$ cat src/rtl/fetch_pkg.sv
`default_nettype none
// ============================================================================
// Module      : fetch_pkg
// Description : Shared types and constants for the instruction fetch front
//               end: datapath width, default reset PC, queue entry layout,
//               derived control state and the counter width helper.
// Revision    : 1.0 - initial release
// ============================================================================
package fetch_pkg;

    localparam int XLEN = 32;

    localparam logic [XLEN-1:0] RESET_PC_DEFAULT = 32'd0;

    // One queued instruction together with the word address it came from.
    typedef struct packed {
        logic [XLEN-1:0] instr;
        logic [XLEN-1:0] pc;
    } fetch_entry_t;

    // RUN: responses are delivered. FLUSH: responses belonging to requests
    // issued before a redirect are still in flight and must be discarded.
    typedef enum logic [0:0] {
        ST_RUN   = 1'b0,
        ST_FLUSH = 1'b1
    } fetch_state_e;

    // Width of a counter able to hold the values 0..depth inclusive.
    function automatic int cnt_width(input int depth);
        return $clog2(depth) + 1;
    endfunction

endpackage
`default_nettype wire

$ cat src/rtl/fetch_queue.sv
`default_nettype none
// ============================================================================
// Module      : fetch_queue
// Description : Synchronous FIFO holding fetched instructions. Head data is
//               read straight from the storage array, so an entry written in
//               cycle N is visible at head in cycle N+1. flush empties the
//               queue and voids any same-cycle push or pop.
// Ports       : clk, rst      - clock, synchronous active-high reset
//               flush         - discard all entries
//               push/push_data- write one entry
//               pop           - remove the head entry
//               full/empty    - occupancy flags
//               count         - number of valid entries (0..DEPTH)
//               head          - oldest entry (valid while !empty)
// Revision    : 1.0 - initial release
// ============================================================================
module fetch_queue
    import fetch_pkg::*;
#(
    parameter int DEPTH = 4,
    parameter int WIDTH = 2 * XLEN
) (
    input  logic                        clk,
    input  logic                        rst,
    input  logic                        flush,
    input  logic                        push,
    input  logic [WIDTH-1:0]            push_data,
    input  logic                        pop,
    output logic                        full,
    output logic                        empty,
    output logic [cnt_width(DEPTH)-1:0] count,
    output logic [WIDTH-1:0]            head
);

    localparam int AW = $clog2(DEPTH);
    localparam int CW = cnt_width(DEPTH);

    logic [WIDTH-1:0] r_mem [DEPTH];
    logic [AW-1:0]    r_rd_ptr;
    logic [AW-1:0]    r_wr_ptr;
    logic [CW-1:0]    r_count;

    logic w_do_pop;
    logic w_do_push;

    assign full  = (r_count == CW'(DEPTH));
    assign empty = (r_count == '0);
    assign count = r_count;
    assign head  = r_mem[r_rd_ptr];

    // A push into a full queue is still legal when the head leaves in the
    // same cycle.
    assign w_do_pop  = pop && !empty && !flush;
    assign w_do_push = push && (!full || w_do_pop) && !flush;

    always_ff @(posedge clk) begin
        if (rst || flush) begin
            r_rd_ptr <= '0;
            r_wr_ptr <= '0;
            r_count  <= '0;
        end else begin
            if (w_do_push) begin
                r_wr_ptr <= r_wr_ptr + AW'(1);
            end
            if (w_do_pop) begin
                r_rd_ptr <= r_rd_ptr + AW'(1);
            end
            if (w_do_push && !w_do_pop) begin
                r_count <= r_count + CW'(1);
            end else if (w_do_pop && !w_do_push) begin
                r_count <= r_count - CW'(1);
            end
        end
    end

    // Storage needs no reset: entries are only observed while counted valid.
    always_ff @(posedge clk) begin
        if (w_do_push) begin
            r_mem[r_wr_ptr] <= push_data;
        end
    end

endmodule
`default_nettype wire

$ cat src/rtl/fetch_unit.sv
`default_nettype none
// ============================================================================
// Module      : fetch_unit
// Description : Instruction fetch front end. Issues word-addressed requests
//               to an in-order, variable-latency instruction memory, queues
//               the returned words with their PCs and hands them to the
//               datapath one per handshake. A redirect flushes the queue and
//               discards responses still in flight.
// Ports       : clk, rst                 - clock, synchronous active-high reset
//               redirect_valid/_pc       - taken branch, new word address
//               mem_req_valid/_ready/_addr - fetch request channel
//               mem_rsp_valid/_data      - fetch response (no backpressure)
//               instr_valid/_ready       - instruction handshake to datapath
//               instr, instr_pc          - head instruction and its address
// Revision    : 1.0 - initial release
// ============================================================================
module fetch_unit
    import fetch_pkg::*;
#(
    parameter logic [XLEN-1:0] RESET_PC = RESET_PC_DEFAULT,
    parameter int              DEPTH    = 4,
    parameter int              MAX_OUT  = 2
) (
    input  logic            clk,
    input  logic            rst,
    input  logic            redirect_valid,
    input  logic [XLEN-1:0] redirect_pc,
    output logic            mem_req_valid,
    input  logic            mem_req_ready,
    output logic [XLEN-1:0] mem_req_addr,
    input  logic            mem_rsp_valid,
    input  logic [XLEN-1:0] mem_rsp_data,
    output logic            instr_valid,
    input  logic            instr_ready,
    output logic [XLEN-1:0] instr,
    output logic [XLEN-1:0] instr_pc
);

    localparam int CW = cnt_width(DEPTH);

    // ------------------------------------------------------------------
    // Registered control state
    // ------------------------------------------------------------------
    logic [XLEN-1:0] r_fetch_pc;
    logic [XLEN-1:0] r_rsp_pc;
    logic [CW-1:0]   r_outstanding;
    logic [CW-1:0]   r_drop_cnt;

    logic [XLEN-1:0] w_fetch_pc_nxt;
    logic [XLEN-1:0] w_rsp_pc_nxt;
    logic [CW-1:0]   w_outstanding_nxt;
    logic [CW-1:0]   w_drop_cnt_nxt;

    // ------------------------------------------------------------------
    // Queue interface
    // ------------------------------------------------------------------
    logic            w_q_push;
    logic            w_q_pop;
    logic            w_q_full;
    logic            w_q_empty;
    logic [CW-1:0]   w_q_count;
    fetch_entry_t    w_q_head;
    fetch_entry_t    w_q_push_data;

    fetch_state_e    w_state;
    logic            w_req_fire;
    logic [CW-1:0]   w_out_after_rsp;
    logic [CW:0]     w_credit_used;

    // Control state is a pure function of the pending-drop counter.
    assign w_state = (r_drop_cnt != '0) ? ST_FLUSH : ST_RUN;

    // Every outstanding request owns a queue slot, so responses can always
    // be written without a ready signal.
    assign w_credit_used = {1'b0, w_q_count} + {1'b0, r_outstanding};

    assign mem_req_valid = !rst
                        && !redirect_valid
                        && (r_outstanding < CW'(MAX_OUT))
                        && (w_credit_used < (CW+1)'(DEPTH))
                        && !w_q_full;
    assign mem_req_addr  = r_fetch_pc;
    assign w_req_fire    = mem_req_valid && mem_req_ready;

    assign w_out_after_rsp = r_outstanding - CW'(mem_rsp_valid);

    assign w_q_push      = mem_rsp_valid && !redirect_valid && (w_state == ST_RUN);
    assign w_q_pop       = instr_valid && instr_ready && !redirect_valid;
    assign w_q_push_data = '{instr: mem_rsp_data, pc: r_rsp_pc};

    fetch_queue #(
        .DEPTH (DEPTH),
        .WIDTH ($bits(fetch_entry_t))
    ) u_queue (
        .clk       (clk),
        .rst       (rst),
        .flush     (redirect_valid),
        .push      (w_q_push),
        .push_data (w_q_push_data),
        .pop       (w_q_pop),
        .full      (w_q_full),
        .empty     (w_q_empty),
        .count     (w_q_count),
        .head      (w_q_head)
    );

    assign instr_valid = !w_q_empty;
    assign instr       = w_q_empty ? '0 : w_q_head.instr;
    assign instr_pc    = w_q_empty ? '0 : w_q_head.pc;

    // ------------------------------------------------------------------
    // Next-state logic
    // ------------------------------------------------------------------
    always_comb begin
        w_fetch_pc_nxt    = r_fetch_pc;
        w_rsp_pc_nxt      = r_rsp_pc;
        w_drop_cnt_nxt    = r_drop_cnt;
        w_outstanding_nxt = w_out_after_rsp + CW'(w_req_fire);

        if (redirect_valid) begin
            w_fetch_pc_nxt = redirect_pc;
            w_rsp_pc_nxt   = redirect_pc;
            // Everything still in flight after this cycle belongs to the old
            // path; this count already includes any earlier pending drops.
            w_drop_cnt_nxt = w_out_after_rsp;
        end else begin
            if (w_req_fire) begin
                w_fetch_pc_nxt = r_fetch_pc + XLEN'(1);
            end
            if (mem_rsp_valid) begin
                if (w_state == ST_FLUSH) begin
                    w_drop_cnt_nxt = r_drop_cnt - CW'(1);
                end else begin
                    w_rsp_pc_nxt = r_rsp_pc + XLEN'(1);
                end
            end
        end
    end

    always_ff @(posedge clk) begin
        if (rst) begin
            r_fetch_pc    <= RESET_PC;
            r_rsp_pc      <= RESET_PC;
            r_outstanding <= '0;
            r_drop_cnt    <= '0;
        end else begin
            r_fetch_pc    <= w_fetch_pc_nxt;
            r_rsp_pc      <= w_rsp_pc_nxt;
            r_outstanding <= w_outstanding_nxt;
            r_drop_cnt    <= w_drop_cnt_nxt;
        end
    end

endmodule
`default_nettype wire

$ cat config.mk
export PLATFORM = sky130hd
export DESIGN_NAME = fetch_unit
export DESIGN_NICKNAME = d
export VERILOG_FILES = /design/src/rtl/fetch_pkg.sv /design/src/rtl/fetch_queue.sv /design/src/rtl/fetch_unit.sv
export SDC_FILE = /design/constraint.sdc
export NUM_CORES = 1
export LEC_CHECK = 0
export ABC_AREA = 1
export CAP_MARGIN = 15
export CORE_AREA = 2 2 168 211
export CTS_CLUSTER_DIAMETER = 60
export CTS_CLUSTER_SIZE = 20
export DETAILED_ROUTE_END_ITERATION = 12
export DIE_AREA = 0 0 170 213
export DONT_BUFFER_PORTS = 1
export GPL_TIMING_DRIVEN = 0
export PLACE_DENSITY = 0.59
export SLEW_MARGIN = 30
export SYNTH_ARGS = -nofsm -noshare
export SYNTH_HDL_FRONTEND = slang
export SYNTH_SLANG_ARGS = --single-unit
$ cat constraint.sdc
create_clock -name clk -period 4.54 [get_ports clk]
set_input_delay 0.908 -clock clk [delete_from_list [all_inputs] [get_ports clk]]
set_output_delay 0.908 -clock clk [all_outputs]
set_load 0.01 [all_outputs]
# Word level (Yosys, flattened, before mapping)

Memory sizes are Yosys's and may differ from the RTL's. A register that Yosys moved wholly into a read port is not among the register bits.
Index checks and enable logic that the tools add are counted.

Register bits: 77
Bits in latches: 0
Bits in writable memories: 256
Bits in read-only memories: 0
Input port bits: 70
Output and inout bits: 98
Logic and storage cells: 71
Memories kept: 1

Add/subtract/negate cells: 10
Multiply operators: 0
Div/mod/pow operators: 0
Order comparisons: 2
Equal/unequal tests: 2
Shift-type cells: 0
Muxes and demuxes: 17
Bitwise gates (word level): 1
Reduce and logical (&&, ||, !) cells: 31

Memory list:

| name          | words | width | read ports | clocked after Yosys merged registers in | write ports | RTL line          | source |
|---|---|---|---|---|---|---|---|
| u_queue.r_mem | 4     | 64    | 1          | 1                                       | 1           | fetch_queue.sv:38 | `logic [WIDTH-1:0] r_mem [DEPTH];` |

Operator list:

| cell                  | count |
|---|---|
| $mux 32               | 7 |
| $add 32x1->32 const B | 2 |
| $logic_and 1x1->1     | 15 |
| $mux 3                | 5 |
| $reduce_bool 2->1     | 4 |
| $logic_not 1->1       | 6 |
| $sub 3x1->3 const B   | 2 |
| $add 2x1->2 const B   | 2 |
| $add 3x3->4           | 1 |
| $lt 4x3->1 const B    | 1 |
| $mux 2                | 2 |
| $reduce_and 2->1      | 2 |
| $add 3x1->3           | 1 |
| $add 3x1->3 const B   | 1 |
| $eq 3x3->1 const B    | 1 |
| $logic_not 3->1       | 1 |
| $lt 3x2->1 const B    | 1 |
| $mux 1                | 3 |
| $reduce_bool 3->1     | 1 |
| $sub 3x1->3           | 1 |
| $logic_or 1x1->1      | 2 |
| $ne 2x2->1 const B    | 1 |
| $not 1->1             | 1 |

# Logic depth before layout (Yosys ltp)

Depth after elaboration: 13
Depth in mapped cells: 13
Gate-level depth less buffers: 13

# Cells and area by module

A second synthesis with hierarchy kept.

Cells, all modules: 1,649
Area, all modules: 15,513.6 µm²

Modules (own cells, without submodules):

| module      | times used | cells each | area an instance (µm²) | sequential area each (µm²) |
|---|---|---|---|---|
| fetch_queue | 1          | 695        | 10,008.3               | 7,867.5 |
| fetch_unit  | 1          | 954        | 5,505.3                | 1,401.3 |

# Worst setup path after synthesis

No wires, ideal clock.

Path type: input-to-reg
Start: input port mem_rsp_valid
End: memory u_queue.r_mem[0][0] in the netlist's numbering (enable)
Library setup time: 0.487 ns
Arrival: 4.229 ns
Data required time: 4.053 ns
Path slack: -0.175 ns
Cell stages on the path: 4
Buffers on the path: 0
Cells stage by stage: nand3_1 > nor2_1 > nand2_1 > nor2_1

Cells in the longest elaborated chain, start to end: 6

Ends and longest elaborated chain:

| element                         | RTL line          | source |
|---|---|---|
| from (decl)                     | fetch_unit.sv:31  | `input logic mem_rsp_valid,` |
| $logic_and 1x1->1 (2 in series) | fetch_unit.sv:87  | `assign w_q_push = mem_rsp_valid && !redirect_valid && (w_state == ST_RUN);` |
| $logic_and 1x1->1 (2 in series) | fetch_queue.sv:54 | `assign w_do_push = push && (!full \|\| w_do_pop) && !flush;` |
| $mux 1                          | fetch_queue.sv:78 | `if (w_do_push) begin` |
| $mux 1 (implied by the code)    | fetch_queue.sv:79 | `r_mem[r_wr_ptr] <= push_data;` |
| to (decl)                       | fetch_queue.sv:38 |  |

Every way passes these cells.

# Worst setup path after layout

Start: register u_queue.r_count[0], in the netlist u_queue.count[0]
End: output port instr_pc[14]

Cells in the longest elaborated chain, start to end: 2

Ends and longest elaborated chain:

| element                | RTL line          | source |
|---|---|---|
| from (decl)            | fetch_queue.sv:41 | `logic [CW-1:0] r_count;` |
| from (signal assigned) | fetch_queue.sv:69 | `r_count <= r_count + CW'(1);` |
| from (signal assigned) | fetch_queue.sv:71 | `r_count <= r_count - CW'(1);` |
| $logic_not 3->1        | fetch_queue.sv:47 | `assign empty = (r_count == '0);` |
| $mux 32                | fetch_unit.sv:109 | `assign instr_pc = w_q_empty ? '0 : w_q_head.pc;` |
| to (decl)              | fetch_unit.sv:36  | `output logic [XLEN-1:0] instr_pc` |

Every way passes these cells.

==> results by group <==
Synth
  • Register area share after synthesis: a little over 60%
  • Netlist cell types: 36
  • Mapped Cells: between 1500 and 2000
  • Syn Std Cell Area: around 0.015 mm2
  • EDFF count, synth: roughly 260
  • Async S/R FF share, synth: 0%
  • Synth Net Count: ~1700
  • Mapped Avg Cell Area: between 9 and 10 um2
  • Primary FF master, synth: edfxtp_1
  • Yosys Warn Count: 0
  • Yosys reg bits: approximately 340

Worst setup path
  • Critical Path Fanout Max: 10
  • Worst Setup EP: instr_pc[14]
  • WS Path Type: reg -> out
  • Crit path launch: u_queue.count[0]
  • Critical Path End Type: primary output
  • R2R depth: 10
  • R2R setup slack: approximately 1.2 ns
  • Crit Reg-Reg Startpoint: r_drop_cnt[0]
  • Critical path required time: ~3.6 ns
  • Reg2reg end: u_queue.r_mem[3][28]
  • Arrival @ worst endpoint: 2.76 ns
  • CP startpoint kind: flop

Route
  • Routed Antenna Nets: 0
  • Final wirelength: between 40000 and 50000 um
  • DRC: 0
  • Detailed Routing Iterations Pass 1: 5
  • Via count: roughly 12000
  • WL/cell: between 15 and 20 um
  • Avg Vias per Cell: between 5 and 6
  • Drt initial violations: 816

STA
  • Final hold violations: 0
  • Final setup viols: 0
  • Fin crit period: about 3.7 ns
  • Worst Tran Pin Value: between 0.7 and 0.8 ns
  • Period utilisation layout: 80.7%
  • Hold WS: about 0.43 ns
  • Final worst slack: 0.876 ns
  • Worst Skew: 0.0296 ns
  • Final Max Tran Viols: 0
  • Fmax: about 270 MHz
  • Fin Setup TNS: 0 ns
  • Rel. slew slack: about 49%
  • RSZ-0062 raised after global routing: false

Global route
  • GRT Util Overall: 23.0%
  • Vias in the first global route: 11100
  • Gr ovfl total: 0
  • Largest net degree at the start of global routing: 22
  • Initial antenna violation count: 0
  • First-pass GRT wire length: about 63000 um

Floorplan
  • Core Box Area: approximately 0.034 mm2
  • Die ar.: around 0.036 mm2
  • Die Wd: approximately 170 um
  • Ports: roughly 170
  • Starting density of the core: 44.3%
  • Die height: approximately 210 um
  • Rows: 76

Cells and area
  • Commonest non-fill, non-tap cell in the layout: nor2_1
  • Final non-filler cell total: approximately 2100
  • Nets: about 1800
  • Seq. cell area: approximately 0.0093 mm2
  • Layout cells sized above 1: 6.24%
  • Fin area: 0.0170 mm2
  • Fillers: about 3200
  • Ant. Diodes: 0
  • Most frequent cells in the layout: nor2_1, nand2_1, edfxtp_1, o21ai_0, a21oi_1
  • Footprint of the multi-input gates: about 0.0052 mm2
  • Synth-to-Final Area Change: 11.9%

Clock network
  • Sink Count: about 340
  • # resized after CTS: 0
  • Hold Buf Count CTS: 0
  • Clk buf depth: 3
  • TritonCTS Buffers: 25
  • Clock slew at reported path FFs: roughly 0.08 ns
  • H-tree level count: 1
  • Clk Tree Root Cell: clkbuf_16
  • Post-CTS setup buffer count: 0
  • Clock latency on the worst-skew pair: 0.57 ns
  • CTS tree: done

Place
  • Post-DP Area: roughly 0.016 mm2
  • Final Wtd Congestion: 0.893
  • Post-DP HPWL: ~30000 um
  • Port buffer count: 0
  • Pre-CTS WS: between 0.8 and 0.9 ns
  • Placed cell count: about 2100

Worst hold path
  • Hold Path Class: in -> reg

Job
  • Max-cap viol count: 0

Run status
  • Outcome: finished, final reports clean

Pwr
  • Leak: approximately 6 nW
  • Power Density: between 300 and 400 mW/mm2
  • VDD IR-drop max: ~0.00024 V
metrics by stage:
step	power, mW	util, %
global placement	4.06	45.9
floorplan	3.90	-
CTS	6.46	49.6
finish	6.43	49.6
detailed placement	4.09	47.0
global route	6.63	49.6
power by group:
group | switching [mW] | internal (mW)
clock network | 1.14 | 1.28
logic | 0.363 | 0.155
registers | 0.106 | 3.40
total | 1.61 | 4.83
cell type report:
cell class,instances,share of cell area (%)
flip-flops and latches,335,54.6
multi-input cells,1145,30.7
clock buffers,27,3.73
well taps,429,3.16
inverters,102,2.26
repair buffers,14,2.12
plain buffers,74,1.95
clock inverters,18,1.42
synth_stat cells, types with 2 or more instances:
cell type  number  area share (%)
nor2_1        389             9.6
nand2_1       308             7.6
edfxtp_1      256              51
o21ai_0       163             5.4
a21oi_1       118             3.9
inv_1          98             2.4
dfxtp_1        79              10
nand3_1        63             2.1
clkbuf_1       35            0.87
buf_2          22            0.73
ha_1           15             1.2
a31oi_1        14            0.58
buf_1          13            0.32
nand3b_1       13            0.64
xor2_1         13            0.75
nor2_2         10            0.41
o22ai_1         6            0.25
nand4_1         5            0.21
nor3_1          5            0.16
inv_2           4           0.099
xnor2_1         4            0.23
buf_6           3            0.22
nor2_4          3            0.22
o21ai_1         3           0.099
nand2_2         2           0.082
o21a_1          2           0.099
worst max-delay path, cell delays in order (launching register included):
cell and delay (ns):
dfxtp_1 0.38, nor3_1 0.49, clkbuf_1 0.57, clkbuf_1 0.50, a21oi_1 0.25
routing by layer:
metal	GRT usage, %	part of all wire, %	vias up
met3	5.00	7.4	82
met2	41.1	50	373
met5	0	0	-
met4	10.3	4.3	0
met1	26.4	39	5456
li1	-	-	5632
worst min path at each step:
stage | from | endpoint | slack [ns] | cells after the start
floorplan | u_queue.r_rd_ptr[1] | flop | 0.44 | 2
global placement | u_queue.r_rd_ptr[0] | u_queue.r_rd_ptr[0] | 0.45 | 1
detailed placement | u_queue.r_rd_ptr[1] | u_queue.r_rd_ptr[1] | 0.48 | 2
CTS | mem_rsp_data[1] | u_queue.r_mem[2][33] | 0.41 | 0
global route | mem_rsp_data[22] | u_queue.r_mem[3][54] | 0.42 | 0
finish | mem_rsp_data[1] | u_queue.r_mem[2][33] | 0.43 | 0
sequential cells by signal (all words and copies together) (netlist names), named ones only:
name	count
r_outstanding	3
mem_req_addr	32
u_queue.r_wr_ptr	2
u_queue.r_rd_ptr	2
r_drop_cnt	3
u_queue.count	3
r_rsp_pc	32
u_queue.r_mem	256
logic make-up (layout without fill, tap and decap cells):
group / after synthesis / in the layout / synth area share [%]
and+or+nand+nor: 801 / 801 / 21.3
DFF: 335 / 335 / 61.1
AOI/OAI and AO/OA: 311 / 311 / 10.6
buffers and inverters: 176 / 235 / 4.71
xor gates and xnor gates: 17 / 17 / 0.981
adders and majority gates: 16 / 16 / 1.37
No activity file was read; power rests on OpenSTA's default activity.
